==> src/rtl/avalon_reg_bank_pkg.sv <==
// Shared constants for the Avalon-MM register bank: word addresses and register reset values.
package avalon_reg_bank_pkg;

  localparam logic [2:0] ADDR_CTRL     = 3'd0;
  localparam logic [2:0] ADDR_DATA     = 3'd1;
  localparam logic [2:0] ADDR_STATUS   = 3'd2;
  localparam logic [2:0] ADDR_IRQ_MASK = 3'd3;

  localparam logic [31:0] CTRL_RESET_DEFAULT = 32'h0000_0000;
  localparam logic [31:0] DATA_RESET         = 32'h0000_0000;
  localparam logic [31:0] STATUS_RESET       = 32'h0000_0000;
  localparam logic [31:0] IRQ_MASK_RESET     = 32'h0000_0000;

endpackage

==> src/rtl/avalon_reg_bank_byte_mask_write.sv <==
// Byte-lane merge: lanes with byteenable set take wdata, the remaining lanes keep old_val.
module byte_mask_write
  import avalon_reg_bank_pkg::*;
#(
  parameter int WIDTH = 32
) (
  input  logic [WIDTH-1:0]   old_val,
  input  logic [WIDTH-1:0]   wdata,
  input  logic [WIDTH/8-1:0] byteenable,
  output logic [WIDTH-1:0]   new_val
);

  logic [WIDTH-1:0] mask;

  // Expand each byte enable into eight mask bits
  always_comb begin
    mask = '0;
    for (int i = 0; i < WIDTH/8; i++) begin
      mask[i*8 +: 8] = {8{byteenable[i]}};
    end
  end

  assign new_val = (old_val & ~mask) | (wdata & mask);

endmodule

==> src/rtl/avalon_reg_bank.sv <==
// Avalon-MM slave with CTRL/DATA/STATUS(W1C, sticky events)/IRQ_MASK registers,
// one-cycle read latency and a registered level interrupt.
module avalon_reg_bank
  import avalon_reg_bank_pkg::*;
#(
  parameter int               WIDTH      = 32,
  parameter logic [WIDTH-1:0] CTRL_RESET = WIDTH'(CTRL_RESET_DEFAULT)
) (
  input  logic               clk,
  input  logic               reset_n,
  input  logic [2:0]         address,
  input  logic               read,
  input  logic               write,
  input  logic [WIDTH-1:0]   writedata,
  input  logic [WIDTH/8-1:0] byteenable,
  output logic [WIDTH-1:0]   readdata,
  output logic               readdatavalid,
  input  logic [WIDTH-1:0]   event_in,
  output logic [WIDTH-1:0]   ctrl_out,
  output logic [WIDTH-1:0]   data_out,
  output logic               irq
);

  logic [WIDTH-1:0] ctrl_q, ctrl_d, data_q, data_d;
  logic [WIDTH-1:0] status_q, status_d, irq_mask_q, irq_mask_d;
  logic [WIDTH-1:0] readdata_q, readdata_d;
  logic             readdatavalid_q, readdatavalid_d;
  logic             irq_q, irq_d;
  logic [WIDTH-1:0] ctrl_wr, data_wr, irq_mask_wr, status_clr, read_mux;

  byte_mask_write #(.WIDTH(WIDTH)) u_ctrl_bmw (
    .old_val(ctrl_q), .wdata(writedata), .byteenable(byteenable), .new_val(ctrl_wr));
  byte_mask_write #(.WIDTH(WIDTH)) u_data_bmw (
    .old_val(data_q), .wdata(writedata), .byteenable(byteenable), .new_val(data_wr));
  byte_mask_write #(.WIDTH(WIDTH)) u_mask_bmw (
    .old_val(irq_mask_q), .wdata(writedata), .byteenable(byteenable), .new_val(irq_mask_wr));
  // W1C: enabled lanes load old & ~writedata, so written ones clear and zeros hold
  byte_mask_write #(.WIDTH(WIDTH)) u_status_bmw (
    .old_val(status_q), .wdata(status_q & ~writedata), .byteenable(byteenable),
    .new_val(status_clr));

  // CTRL next state
  always_comb begin
    if (write && (address == ADDR_CTRL)) ctrl_d = ctrl_wr;
    else                                 ctrl_d = ctrl_q;
  end

  // DATA next state
  always_comb begin
    if (write && (address == ADDR_DATA)) data_d = data_wr;
    else                                 data_d = data_q;
  end

  // IRQ_MASK next state
  always_comb begin
    if (write && (address == ADDR_IRQ_MASK)) irq_mask_d = irq_mask_wr;
    else                                     irq_mask_d = irq_mask_q;
  end

  // STATUS next state; events are OR-ed after the clear so a same-cycle set wins
  always_comb begin
    if (write && (address == ADDR_STATUS)) status_d = status_clr | event_in;
    else                                   status_d = status_q | event_in;
  end

  // Read pipeline samples pre-update register values; readdata holds when idle
  always_comb begin
    case (address)
      ADDR_CTRL:     read_mux = ctrl_q;
      ADDR_DATA:     read_mux = data_q;
      ADDR_STATUS:   read_mux = status_q;
      ADDR_IRQ_MASK: read_mux = irq_mask_q;
      default:       read_mux = '0;
    endcase
    if (read) readdata_d = read_mux;
    else      readdata_d = readdata_q;
    readdatavalid_d = read;
    irq_d           = |(status_d & irq_mask_d);
  end

  // All state flops
  always_ff @(posedge clk or negedge reset_n) begin
    if (!reset_n) begin
      ctrl_q          <= CTRL_RESET;
      data_q          <= WIDTH'(DATA_RESET);
      status_q        <= WIDTH'(STATUS_RESET);
      irq_mask_q      <= WIDTH'(IRQ_MASK_RESET);
      readdata_q      <= '0;
      readdatavalid_q <= 1'b0;
      irq_q           <= 1'b0;
    end else begin
      ctrl_q          <= ctrl_d;
      data_q          <= data_d;
      status_q        <= status_d;
      irq_mask_q      <= irq_mask_d;
      readdata_q      <= readdata_d;
      readdatavalid_q <= readdatavalid_d;
      irq_q           <= irq_d;
    end
  end

  assign readdata      = readdata_q;
  assign readdatavalid = readdatavalid_q;
  assign ctrl_out      = ctrl_q;
  assign data_out      = data_q;
  assign irq           = irq_q;

endmodule

==> config.mk <==
export PLATFORM = sky130hd
export DESIGN_NAME = avalon_reg_bank
export DESIGN_NICKNAME = d
export VERILOG_FILES = /design/src/rtl/avalon_reg_bank_pkg.sv /design/src/rtl/avalon_reg_bank_byte_mask_write.sv /design/src/rtl/avalon_reg_bank.sv
export SDC_FILE = /design/constraint.sdc
export NUM_CORES = 1
export LEC_CHECK = 0
export BUFFER_PORTS_ARGS = -buffer_cell sky130_fd_sc_hd__buf_2
export CAP_MARGIN = 0
export CORE_MARGIN = 2
export CORE_UTILIZATION = 55
export CTS_CLUSTER_SIZE = 16
export DETAILED_ROUTE_END_ITERATION = 7
export PLACE_DENSITY = 0.85
export SKIP_LAST_GASP = 1
export SYNTH_ARGS = -nofsm -noshare
export SYNTH_HDL_FRONTEND = slang
export SYNTH_HIERARCHICAL = 1
export SYNTH_SLANG_ARGS = --single-unit
==> constraint.sdc <==
create_clock -name clk -period 2.1 [get_ports clk]
set_input_delay 0.42 -clock clk [delete_from_list [all_inputs] [get_ports clk]]
set_output_delay 0.42 -clock clk [all_outputs]
set_load 0.1 [all_outputs]
==> flow_summary.yaml <==
synthesis:
  syn_area_sq_um: 9407
  avgSynthCellArea_sq_um: 11.97
  synthSimpleGateAreaFrac_pct: 7.063
  syn_inst: 786
  synth_top_family_by_area: "multiplexers"
  synthMuxAreaShare_pct: 35.33
  synth_compound_area_share_pct: 8.300
  synthAdderAreaFrac_pct: 0
  ys_seq_area_share_pct: 43.10
  yosys_warnings: 6
  yosys.area_share.xor_xnor_pct: 0
  ys_ff_latch: 162
  synth_cell_types: 25
  postSynthNetCount: 861
setup_path:
  path_class: "reg -> reg"
  setup.worst_path.start: "status_q[15]"
  reg2reg_to: "irq"
  cp-start-kind: "register"
  r2r_cells: 7
  worst_r2r_startpoint: "status_q[15]"
  cp_data_arrival_time_ns: 2.12
  cp.required_ns: 2.38
  r2r_slack_ns: 0.26
  end_kind: "register"
  worstPathMaxFanout: 4
die:
  die_y_um: 134.8
  ios: 173
  row_count: 47
  die_area_sq_um: 18160
  coreArea_sq_um: 16640
  start_util_pct: 56.52
  die_w_um: 134.8
sta:
  relSlewSlack_pct: 65.69
  skew_ns: 0.006829
  fin_crit_sh_pct: 87.83
  finalHoldViolations: 0
  tightest_slew_ns: 0.5181
  rsz0062_at_grt: "false"
  setup_viol: 0
  fmax_mhz: 542.2
  period_minus_slack_ns: 1.844
  drv_slew: 0
detailed_routing:
  initialDrtViolationCount: 418
  vias_per_cell: 5.800
  drc_errors: 0
  dr.pass1.iters: 5
  num_vias: 6972
  wirelength_um: 24310
  ant_nets: 0
  wl_per_cell_um: 20.23
layout:
  finish.utilization_pct: 68.13
  synthToLayoutAreaGrowth_pct: 20.54
  layout.nets: 1044
  layoutNonFillerInstCount: 1202
  drive_gt1_share_pct: 42.59
global_routing:
  overflow: 0
  grt_max_degree: 66
  grt_usage_pct: 27.38
  first_global_vias: 7192
  grt_pass1_wl_um: 38130
  antenna_found_initial: 3
run_status:
  outcome: "completed"
place:
  place.gp.congestion: 0.8033
  hpwl_um: 16810
  place_inst: 1169
  io_buffers: 172
hold_path:
  worstHoldPathCells: 3
  holdPathEnd: "data_out[17]"
  hp-class: "in -> reg"
  worstHoldStart: "writedata[17]"
flow_run:
  max_cap_viol_count: 0
clocking:
  clk_latency_ns: 0.43
  cts_tree: "built"
  cts_root_buffer: "clkbuf_16"
  ctsResizeCount: 0
  cts.sinks: 162
  clkSlewWorstSetupHoldPaths_ns: 0.06
  htree_num_levels: 4
  cts_buffer_depth: 2
  cts_buffers: 17
power:
  vdd.ir_drop.worst_v: 0.001052
  powerDensity_nw_per_um2: 1305
  leakagePower_nw: 5.590
registers in the layout, summed over array words and instances (netlist names):
signal,flops
ctrl_out,32
data_out,32
irq_mask_q,32
readdata,32
status_q,32
irq,1
readdatavalid,1
where the power goes:
group	switching [W]	total [W]	leakage, nW	internal (W)
clock network	0.00125	0.00321	0.288	0.00196
registers	0.000766	0.00466	1.86	0.00390
logic	0.00519	0.00692	3.44	0.00173
cells by family (layout without fill, tap and decap cells):
group	count (synthesis)	after routing
flip-flops	162	162
AND/OR/NAND/NOR	141	141
AO/OA/AOI/OAI	112	112
multiplexers	256	256
buffers and inverters	115	308
other	0	3
per-stage QoR:
stage	cell area [sq um]	setup TNS [ns]	hold slack, ns	power, W	worst slack [ns]
after detailed placement	10730	-0.01743	0.3915	0.01160	-0.01743
after global routing	11340	0	0.3939	0.01531	0.1013
final	11340	0	0.3869	0.01479	0.2556
after global placement	10730	-0.08073	0.3923	0.01147	-0.08073
after floorplan	9407	0	0.1244	0.01022	0.3841
after CTS	11330	0	0.3799	0.01483	0.2669
final cells by class:
cell class                      count  area, sq um
Antenna cell                        3        7.507
Clock buffer                       18        429.2
Clock inverter                     11        163.9
Fill cell                        1214         5304
Inverter                           64        240.2
Multi-Input combinational cell    509         4801
Sequential cell                   162         4054
Tap cell                          220        275.3
Timing Repair Buffer              215         1368
synth_stat cells:
cell	count	area share (%)
nor3b_1	1	0.080
nor3_1	1	0.053
a22oi_1	64	5.1
clkbuf_1	20	0.80
mux2i_1	32	3.4
inv_1	64	2.6
mux2_4	128	20
nor3b_2	1	0.13
nor4_1	4	0.27
and3b_1	1	0.093
dfrtp_1	162	43
a31oi_1	32	2.1
nor2_1	96	3.8
and2_1	2	0.13
mux2_2	40	4.8
buf_6	16	1.9
buf_1	1	0.040
buf_2	8	0.43
mux2_1	56	6.7
nor2b_1	32	2.1
o22ai_1	16	1.1
nand4_1	1	0.067
buf_4	6	0.48
nand4bb_1	1	0.12
nand4b_2	1	0.16
placed cells by master, fill, tap and decap left out, types with 2 or more instances in the layout:
cell	n
nor2b_1	32
a22oi_1	64
nor4_1	4
mux2i_1	32
mux2_4	128
clkinv_2	4
mux2_2	40
clkinvlp_4	2
and2_2	2
buf_4	28
clkbuf_16	17
o22ai_1	16
bufinv_16	4
nor2_1	96
buf_2	171
buf_12	14
dfrtp_1	162
diode_2	3
a31oi_1	32
inv_1	64
mux2_1	56
critical path, cell delays in order, from the launching register on:
cell	delay [ns]
dfrtp_1	0.42
nor2b_1	0.15
mux2_4	0.25
nor2_1	0.10
mux2_2	0.17
o22ai_1	0.10
nor4_1	0.34
nand4_1	0.16
per-layer routing:
metal	track usage, %	part of all wire (%)	up-vias
met5	0	0	-
met4	11.64	2.5	0
met3	5.368	6.3	44
met2	46.14	50	272
met1	34.48	41	3506
li1	-	-	3150
how the worst max path moves through the flow:
stage              endpoint  slack [ns]
2_1_floorplan  ctrl_out[10]        0.38
3_3_place_gp            irq       -0.08
3_5_place_dp            irq       -0.02
4_1_cts                 irq        0.27
5_1_grt                 irq        0.10
6_report                irq        0.26
repair_timing:
item                      in CTS  in global routing
hold endpoints to repair      43                  0
hold buffers                   1                  0
buffers inserted               0                  0
Power figures use the tool's default switching activity.
